==> src/rtl/sync2async_pkg.sv <==
// Shared types and helpers for the sync2async_pulse transmitter.
// The FSM state encoding and counter-width calculation are shared by the RTL files.
package sync2async_pkg;

    typedef enum logic [1:0] {
        IDLE     = 2'd0,
        HIGH     = 2'd1,
        WAIT_ACK = 2'd2,
        LOW_GAP  = 2'd3
    } s2a_state_t;

    // The counter must hold the longest phase length it ever reloads with.
    function automatic int cnt_width(input int stretch, input int gap, input int timeout);
        int m;
        m = stretch;
        if (gap > m) m = gap;
        if (timeout > m) m = timeout;
        return (m < 1) ? 1 : $clog2(m + 1);
    endfunction

endpackage

==> src/rtl/sync2_ff.sv <==
// Generic two-flop level synchronizer with synchronous active-high reset.
module sync2_ff #(
    parameter logic RESET_VAL = 1'b0
) (
    input  logic clk,
    input  logic reset,
    input  logic d,
    output logic q
);

    logic meta;

    always_ff @(posedge clk) begin
        if (reset) begin
            meta <= RESET_VAL;
            q    <= RESET_VAL;
        end else begin
            meta <= d;
            q    <= meta;
        end
    end

endmodule

==> src/rtl/sync2async_pulse.sv <==
// Stretched-pulse transmitter toward a slower or asynchronous receiver.
// Define SYNC2ASYNC_ACK_HANDSHAKE_EN to add the four-phase ack handshake with timeout.
module sync2async_pulse
    import sync2async_pkg::*;
#(
    parameter int STRETCH = 4,
    parameter int GAP     = 2,
    parameter int DROP_W  = 8,
    parameter int TIMEOUT = 255
) (
    input  logic              clk,
    input  logic              reset,
    input  logic              pulse_in,
    input  logic              ack_in,
    output logic              async_out,
    output logic              busy,
    output logic [DROP_W-1:0] drop_count,
    output logic              ack_timeout
);

    localparam int CNT_W = cnt_width(STRETCH, GAP, TIMEOUT);
    localparam logic [CNT_W-1:0] STRETCH_LD = CNT_W'(STRETCH - 1);
    localparam logic [CNT_W-1:0] GAP_LD     = CNT_W'(GAP - 1);

    s2a_state_t        state, state_nxt;
    logic [CNT_W-1:0]  cnt, cnt_nxt;
    logic              pending, pending_nxt;
    logic [DROP_W-1:0] drop_nxt;
    logic              cnt_done;
    logic              ack_low;
    logic              consume;
    logic              direct;

`ifdef SYNC2ASYNC_ACK_HANDSHAKE_EN
    localparam logic [CNT_W-1:0] TIMEOUT_LD = CNT_W'(TIMEOUT - 1);
    logic ack_s;
    logic timeout_set;

    sync2_ff #(.RESET_VAL(1'b0)) u_ack_sync (
        .clk   (clk),
        .reset (reset),
        .d     (ack_in),
        .q     (ack_s)
    );

    assign ack_low = ~ack_s;

    always_ff @(posedge clk) begin
        if (reset)
            ack_timeout <= 1'b0;
        else if (timeout_set)
            ack_timeout <= 1'b1;
    end
`else
    logic unused_ack;

    assign unused_ack  = ack_in;
    assign ack_low     = 1'b1;
    assign ack_timeout = 1'b0;
`endif

    assign cnt_done = (cnt == '0);
    // Derived from registers only, so pulse_in never reaches busy combinationally.
    assign busy = (state != IDLE) || pending;

    always_comb begin
        state_nxt   = state;
        cnt_nxt     = cnt;
        pending_nxt = pending;
        drop_nxt    = drop_count;
        consume     = 1'b0;
        direct      = 1'b0;
`ifdef SYNC2ASYNC_ACK_HANDSHAKE_EN
        timeout_set = 1'b0;
`endif
        case (state)
            IDLE: begin
                if (pulse_in) begin
                    state_nxt = HIGH;
                    cnt_nxt   = STRETCH_LD;
                end
            end
            HIGH: begin
                if (cnt_done) begin
`ifdef SYNC2ASYNC_ACK_HANDSHAKE_EN
                    state_nxt = WAIT_ACK;
                    cnt_nxt   = TIMEOUT_LD;
`else
                    state_nxt = LOW_GAP;
                    cnt_nxt   = GAP_LD;
`endif
                end else begin
                    cnt_nxt = cnt - 1'b1;
                end
            end
`ifdef SYNC2ASYNC_ACK_HANDSHAKE_EN
            WAIT_ACK: begin
                if (ack_s) begin
                    state_nxt = LOW_GAP;
                    cnt_nxt   = GAP_LD;
                end else if (cnt_done) begin
                    state_nxt   = LOW_GAP;
                    cnt_nxt     = GAP_LD;
                    timeout_set = 1'b1;
                end else begin
                    cnt_nxt = cnt - 1'b1;
                end
            end
`endif
            LOW_GAP: begin
                // Counter parks at zero while waiting for the ack to fall.
                if (cnt_done && ack_low) begin
                    if (pending) begin
                        state_nxt = HIGH;
                        cnt_nxt   = STRETCH_LD;
                        consume   = 1'b1;
                    end else if (pulse_in) begin
                        state_nxt = HIGH;
                        cnt_nxt   = STRETCH_LD;
                        direct    = 1'b1;
                    end else begin
                        state_nxt = IDLE;
                        cnt_nxt   = '0;
                    end
                end else if (!cnt_done) begin
                    cnt_nxt = cnt - 1'b1;
                end
            end
            default: begin
                state_nxt = IDLE;
                cnt_nxt   = '0;
            end
        endcase

        // An event on the edge that consumes pending refills the one-deep buffer.
        if ((state != IDLE) && pulse_in && !direct) begin
            if (consume || !pending)
                pending_nxt = 1'b1;
            else if (drop_count != '1)
                drop_nxt = drop_count + 1'b1;
        end else if (consume) begin
            pending_nxt = 1'b0;
        end
    end

    always_ff @(posedge clk) begin
        if (reset) begin
            state      <= IDLE;
            cnt        <= '0;
            pending    <= 1'b0;
            drop_count <= '0;
            async_out  <= 1'b0;
        end else begin
            state      <= state_nxt;
            cnt        <= cnt_nxt;
            pending    <= pending_nxt;
            drop_count <= drop_nxt;
            async_out  <= (state_nxt == HIGH) || (state_nxt == WAIT_ACK);
        end
    end

endmodule
==> config.mk <==
export PLATFORM = sky130hd
export DESIGN_NAME = sync2async_pulse
export DESIGN_NICKNAME = d
export VERILOG_FILES = /design/src/rtl/sync2async_pkg.sv /design/src/rtl/sync2_ff.sv /design/src/rtl/sync2async_pulse.sv
export SDC_FILE = /design/constraint.sdc
export NUM_CORES = 1
export LEC_CHECK = 0
export BUFFER_PORTS_ARGS = -buffer_cell sky130_fd_sc_hd__buf_2
export CORE_ASPECT_RATIO = 0.7
export CORE_MARGIN = 4
export CORE_UTILIZATION = 58
export CTS_BUF_LIST = sky130_fd_sc_hd__clkbuf_2 sky130_fd_sc_hd__clkbuf_4 sky130_fd_sc_hd__clkbuf_8
export DETAILED_ROUTE_END_ITERATION = 10
export GPL_ROUTABILITY_DRIVEN = 0
export PLACE_DENSITY_LB_ADDON = 0.05
export SLEW_MARGIN = 30
export SYNTH_ARGS = -nofsm -noshare
export SYNTH_HDL_FRONTEND = slang
export SYNTH_SLANG_ARGS = --single-unit
==> constraint.sdc <==
create_clock -name clk -period 2.4 [get_ports clk]
set_input_delay 0.24 -clock clk [delete_from_list [all_inputs] [get_ports clk]]
set_output_delay 0.24 -clock clk [all_outputs]
set_load 0.005 [all_outputs]
# Yosys cells after proc, flatten, opt, wreduce, memory -nomap -nowiden
# Cells that the tools add are included.
# classes
n_bitwise	1
addsub	2
n_eq_ne	7
n_reduce_logical	13
n_mux	22
# op_table
op	count
8-bit two-way mux	3
8-bit one-hot mux with 3 select lines	1
1-bit two-way mux	12
2-bit two-way mux	5
8-bit by 1-bit adder with 8-bit output (second input constant)	1
8-bit zero test	1
8-bit != test (second input constant)	1
8-bit by 1-bit subtractor with 8-bit output (second input constant)	1
2-bit one-hot mux with 3 select lines	1
2-bit by 1-bit equality test with 1-bit output (second input constant)	2
2-bit equality test (second input constant)	2
2-bit nonzero test	2
1-bit logical OR	3
3-bit AND reduction	1
1-bit logical AND	2
1-bit zero test	2
2-bit zero test	1
2-bit by 1-bit != test with 1-bit output (second input constant)	1
2-bit != test (second input constant)	1
2-bit AND reduction	1
1-bit inverter	1
# totals
input_bits	4
ff_bits	20
output_inout_bits	11

# Longest topological paths before layout
# Gate-level depths: netlist of run 1.
# depth
word_depth	8
mapped_depth	8
ltp_nobuf	6

# Worst setup path before layout of run 1
# No wires, ideal clock.
# synth_timing
kind	register -> register
start	register cnt[0]
end	register drop_count[2]
arrival_ns	1.863
setup_slack_ns	0.414
period_less_slack_ns	1.986
setup_time_ns	0.123
required_time_ns	2.277
path_stages_with_launch	9
path_cell_list	dfxtp_1 inv_1 ha_1 or3b_2 buf_2 o31ai_4 buf_6 nor3_1 mux2_1
# synth_via
elab_chain_len	6
word_cells_on_any_way	10
cone_classes	4 x mux; 1 x bitwise; 5 x reduce/logical
# synth_rtl
item	line	source
start: declaration	sync2async_pulse.sv:26	logic [CNT_W-1:0] cnt, cnt_nxt;
start signal: assignment	sync2async_pulse.sv:155	cnt <= cnt_nxt;
8-bit zero test (*)	sync2async_pulse.sv:62	assign cnt_done = (cnt == '0);
1-bit two-way mux	sync2async_pulse.sv:112	if (cnt_done && ack_low) begin
1-bit two-way mux	sync2async_pulse.sv:76	case (state)
1-bit zero test / 1-bit logical OR (equally long branches)	sync2async_pulse.sv:136, sync2async_pulse.sv:137	
1-bit logical AND / 1-bit inverter (equally long branches)	-	
3-bit AND reduction (no line) (*)	-	
end signal: assignment	sync2async_pulse.sv:157	drop_count <= drop_nxt;
end: declaration	sync2async_pulse.sv:17	output logic [DROP_W-1:0] drop_count,
# Every way passes the cells marked *; elsewhere a longest branch is shown, timed or not.
# A chain may end at the register's enable or synchronous reset.

# Worst setup path in the final report of run 1
# layout_timing
start	register cnt[0]
end	register drop_count[4]
# Same word-level chain as after synthesis.

==> results of run 1 <==
flip-flops by register name (all words and copies together), names as in the netlist:
register and count:
async_out 1, pending 1, state 2, drop_count 8, cnt 8
worst register-to-register path: cells and delay by family (launching register included):
kind	cells	cell delay, ns
DFF	1	0.36
AOI/OAI and AO/OA	1	0.50
buffers and inverters	1	0.12
muxes	1	0.33
and+or+nand+nor	2	0.68
adders and majority gates	1	0.15
layer usage:
metal / track usage [%] / share of wire (%) / wire [um] / up-vias
li1: - / - / - / 460
met4: 4.42 / 0.66 / 14 / 0
met1: 26.4 / 54 / 1130 / 405
met3: 5.25 / 5.6 / 118 / 2
met2: 22.7 / 40 / 844 / 19
met5: 0 / 0 / 0 / -
Yosys cell counts (all sizes together):
library cell	number	share of area (%)
nand2	5	1.7
nor2	14	5.1
o31ai	4	4.1
or3b	1	0.81
nor3	6	2.8
or2	1	0.58
xor2	3	2.4
and3	1	0.58
o211ai	1	0.70
buf	4	3.2
xnor2	2	1.6
o21a	1	0.70
o21ba	1	0.93
mux2	3	3.5
ha	3	3.5
a21o	2	1.4
a21oi	8	3.7
nand4	3	1.7
nor3b	1	0.70
o21ai	6	2.8
inv	4	1.4
dfxtp	20	37
nor4b	1	0.81
o31a	1	0.93
nor2b	3	1.7
mux2i	1	0.93
or3	4	2.5
o41ai	2	1.6
nand3	4	1.9
or4	4	3.5
a221oi	1	0.81
nor4	1	0.58
clkbuf	3	1.0
nand2b	4	2.3
conb	1	0.35
logic make-up after synthesis:
| kind of cell | count (synthesis) | synth area share, % |
|---|---|---|
| compound gates | 27 | 17.6 |
| flops | 20 | 37.1 |
| xor+xnor | 5 | 4.06 |
| other cells | 1 | 0.347 |
| simple gates | 53 | 27.3 |
| buf+inv | 11 | 5.68 |
| fa+ha+maj | 3 | 3.48 |
| mux | 4 | 4.40 |
stage by stage:
step                      hold slack (ns)  worst slack, ns  power (W)
after floorplan                     0.356            0.414   0.000594
after global placement              0.479            0.239   0.000610
after detailed placement            0.476            0.211   0.000619
after CTS                           0.248            0.176   0.000813
after global routing                0.240           0.0530   0.000864
final                               0.250            0.155   0.000814
area by class of cell:
type | count | share of cell area (%)
well taps | 21 | 2.27
repair buffers | 12 | 5.19
clock buffers | 4 | 3.14
flip-flops and latches | 20 | 34.6
multi-input cells | 93 | 53.5
inverters | 4 | 1.30
report_power, final:
group          internal (W)  total (W)  switching (W)  leakage, nW
Sequential         0.000360   0.000393      0.0000333        0.163
Combinational     0.0000977   0.000223       0.000125        0.272
Clock             0.0000926   0.000198       0.000105       0.0210
Total              0.000550   0.000814       0.000263        0.456
final timing paths:
path	cells past startpoint	endpoint	slack (ns)
hold reg to reg	2	cnt[0]	0.50
setup reg to reg	6	drop_count[4]	0.16
setup / recovery	6	drop_count[4]	0.16
hold / removal	3	state[0]	0.25
==> qor.csv, run 1 <==
stage,metric,value,unit
min_path,Worst Hold Class,input pin to register,
grt,vias in the first global route,773,
logic_synthesis,Syn Inst Count,124,
die,Die H,44.1,um
routing,vias per cell,5.75,
logic_synthesis,"Seq/Total Area, Yosys",37.1,%
routing,DRC viols,0,
layout,"commonest non-fill, non-tap cell in the layout",dfxtp_1,
critical_path,CP Buf/Inv Count,1,
layout,P&R area growth vs syn,7.07,%
die,Rows,12,
sta,clk_skew,0.00652,ns
sta,final setup fails,0,
sta,Tcrit/Tclk final,93.5,%
cts,cts bufs inserted,3,
routing,antenna-violating nets left,0,
cts,H-tree levels,1,
placement,Placed Cells incl. Taps,150,
logic_synthesis,Post-Synthesis Mean Instance Area,8.71,um^2
critical_path,CP Launch Type,register,
die,I/O pin total,15,
layout,register area,400,um^2
routing,routed via count,886,
grt,global route total overflow,0,
sta,f_max,0.445,GHz
critical_path,Reg2Reg Launch Point,cnt[0],
layout,layout cell share with drive strength beyond 1,21.8,%
placement,HPWL after DPL,1540,um
layout,fill count,148,
cts,CTS tree,yes,
logic_synthesis,post-synth net total,131,
critical_path,crit-path cells,inv_1 -> ha_1 -> or3b_2 -> o31ai_4 -> nor3_1 -> mux2_1,
sta,final hold violations,0,
critical_path,family with the most delay on the worst path,simple AND/OR/NAND/NOR gates,
critical_path,worst path required time,2.60,ns
critical_path,CP peak stage delay,0.56,ns
cts,clk slew on worst S/H paths,0.12,ns
critical_path,Worst setup startpoint,cnt[0],
layout,Layout Cells excl Fill,154,
sta,Fin Setup TNS,0,ns
layout,Final Core Density,69.4,%
die,Die W,59.6,um
layout,multi-input logic area,618,um^2
die,Initial Util,64.8,%
outcome,status,"finished, final reports clean",
routing,Initial DRC Count,40,
die,Core Area,0.00167,mm^2
routing,WL final,2110,um
layout,Final Instance Area,0.00116,mm^2
cts,Post-CTS Hold Fix Bufs,0,
routing,Avg WL per Cell,13.7,um
logic_synthesis,YS warnings,0,
cts,clock latency on the worst-skew pair,0.30,ns
logic_synthesis,distinct cell type count after synthesis,42,
grt,Tot GR Track Use,17.1,%
cts,clock root cell,clkbuf_4,
grt,largest net degree at the start of global routing,18,
cts,Post-CTS Setup Inserts,0,
cts,clk buf depth,2,
run,max cap viols,0,
critical_path,CP max FO,12,
grt,first-pass GRT wire length,3500,um
sta,RSZ-0062 raised after global routing,no,
logic_synthesis,Synth Register Bits,20,
pwr,power density over the cells,704,mW/mm^2
pwr,VDD IR max,0.433,mV
cts,clock sink count,20,
sta,pins over their slew limit,0,
grt,initial antenna violation count,0,
critical_path,crit path kind,register to register,
placement,port bufs,12,
die,die area,0.00263,mm^2
min_path,Worst Hold Launch,pulse_in,
critical_path,Worst EP arrival,2.45,ns
routing,1st-pass router iterations,4,
layout,Final nets,141,
sta,Tmin final,2.24,ns
pwr,P_leak,0.456,nW
placement,Area after DPL,0.00112,mm^2
logic_synthesis,"Cell Area, Synth",0.00108,mm^2
cts,Post-CTS Resized,0,
critical_path,CP endpoint kind,register,
critical_path,CP max stage cell,or3b_2,
layout,# diodes,0,
layout,most frequent cells in the layout,"dfxtp_1 (20), nor2_1 (13), buf_2 (12)",
Note: power is estimated with default switching activity, not from simulation.
==> run 2, diff against run 1 <==
- REMOVE_ABC_BUFFERS: unset -> 1
==> run 2 against run 1 <==
- critical endpoint is now drop_count[2]
- clock-buffer cell count is 1 lower
- total power up 9.7%
- global-route usage grew 0.88 points
- combinational power hardly changed
- sequential cell count is the same
- clock skew grew 0.0088 ns
==> qor.csv, run 2 (synthesis gave the netlist of run 1 again) <==
stage,metric,value,unit
outcome,status,"finished, final reports clean",
critical_path,CP Launch Type,register,
critical_path,worst path required time,2.60,ns
cts,clk buf depth,2,
sta,hold_ws,0.244,ns
critical_path,Reg2Reg Setup Slack,0.13,ns
sta,clk_skew,0.0153,ns
layout,most frequent cells in the layout,"dfxtp_1 (20), nor2_1 (13), buf_2 (12)",
critical_path,Worst setup startpoint,cnt[0],
grt,largest net degree at the start of global routing,18,
critical_path,CP endpoint kind,register,
routing,1st-pass router iterations,5,
layout,# diodes,0,
routing,DRC viols,0,
cts,H-tree levels,1,
layout,Final Core Density,70.3,%
placement,port bufs,12,
cts,clock root cell,clkbuf_4,
run,max cap viols,0,
sta,final setup fails,0,
layout,Regs by FF count,"cnt x8, drop_count x8, state x2",
cts,cts bufs inserted,3,
die,Rows,12,
critical_path,Reg2Reg Launch Point,cnt[0],
grt,global route total overflow,0,
pwr,power density over the cells,761,mW/mm^2
cts,clock latency on the worst-skew pair,0.31,ns
placement,HPWL after DPL,1510,um
die,Core Area,0.00167,mm^2
routing,vias per cell,5.92,
grt,first-pass GRT wire length,3690,um
grt,vias in the first global route,795,
pwr,Power Total,0.000893,W
grt,initial antenna violation count,0,
layout,Final nets,141,
cts,CTS tree,yes,
min_path,Worst Hold Class,input pin to register,
critical_path,FF-to-FF path depth,6,
grt,Tot GR Track Use,18.0,%
cts,Post-CTS Hold Fix Bufs,0,
pwr,VDD IR max,0.889,mV
critical_path,Worst EP arrival,2.47,ns
sta,Tcrit/Tclk final,94.6,%
die,Initial Util,64.8,%
routing,routed via count,911,
cts,clk slew on worst S/H paths,0.12,ns
routing,WL final,2120,um
routing,Avg WL per Cell,13.8,um
layout,layout cell share with drive strength beyond 1,21.8,%
sta,Tmin final,2.27,ns
die,Die H,44.1,um
sta,RSZ-0062 raised after global routing,no,
critical_path,crit path to,drop_count[2],
die,Die W,59.6,um
die,I/O pin total,15,
layout,"commonest non-fill, non-tap cell in the layout",dfxtp_1,
sta,Fin Setup TNS,0,ns
sta,final hold violations,0,
cts,Post-CTS Setup Inserts,0,
critical_path,crit path kind,register to register,
sta,f_max,0.441,GHz
sta,pins over their slew limit,0,
routing,Initial DRC Count,36,
die,die area,0.00263,mm^2
critical_path,Reg-to-Reg End,drop_count[2],
pwr,P_leak,0.463,nW
cts,Post-CTS Resized,0,
critical_path,CP max FO,12,
layout,P&R area growth vs syn,8.57,%
routing,antenna-violating nets left,0,
cts,clock sink count,20,
## run 2: cell types whose count changed in the layout (fill, tap and decap cells not counted), sizes merged
cell | previous run | this run
clkbuf | 4 | 3
bufinv | 0 | 1
## run 2: routing by layer
metal	global-route usage (%)	wire, um	up-vias
li1	-	-	464
met1	28.0	1120	414
met2	24.0	851	33
met3	7.00	147	0
met4	1.33	0	0
met5	0	0	-
## run 2: critical path, stage by stage (launching register included)
cell and delay [ns]:
dfxtp_1 0.36, inv_1 0.13, ha_1 0.17, or3b_2 0.56, o31ai_4 0.50, nor3_1 0.12
mux2_1 0.32
## run 2: power by group
part	total, W	switching, W	leakage, nW	internal, W
Combinational	0.000222	0.000124	0.272	0.0000980
Clock	0.000276	0.000107	0.0279	0.000169
Sequential	0.000394	0.0000342	0.163	0.000360
Total	0.000893	0.000266	0.463	0.000627
## run 2: metrics by stage
stage               worst slack, ns  instances  area [um^2]
detailed placement            0.183        150         1120
global placement              0.232        150         1120
finish                        0.130        154         1170
CTS                           0.149        154         1170
global route                 0.0182        154         1170
floorplan                     0.416        117         1030
## run 2: final cells by class
type	count	area, um^2
clock inverter	1	30.0
multi-input combinational	93	618
tap	21	26.3
sequential	20	400
timing repair buffer	12	60.1
inverter	4	15.0
clock buffer	3	22.5
fill	135	494
## run 2: how the worst min path moves through the flow
stage	start	endpoint	slack, ns	cells after the start
floorplan	reset	drop_count[3]	0.31	1
detailed placement	cnt[0]	cnt[0]	0.48	2
finish	pulse_in	state[0]	0.24	3
CTS	pulse_in	state[0]	0.24	3
global route	pulse_in	async_out	0.26	3
global placement	cnt[0]	cnt[0]	0.48	2
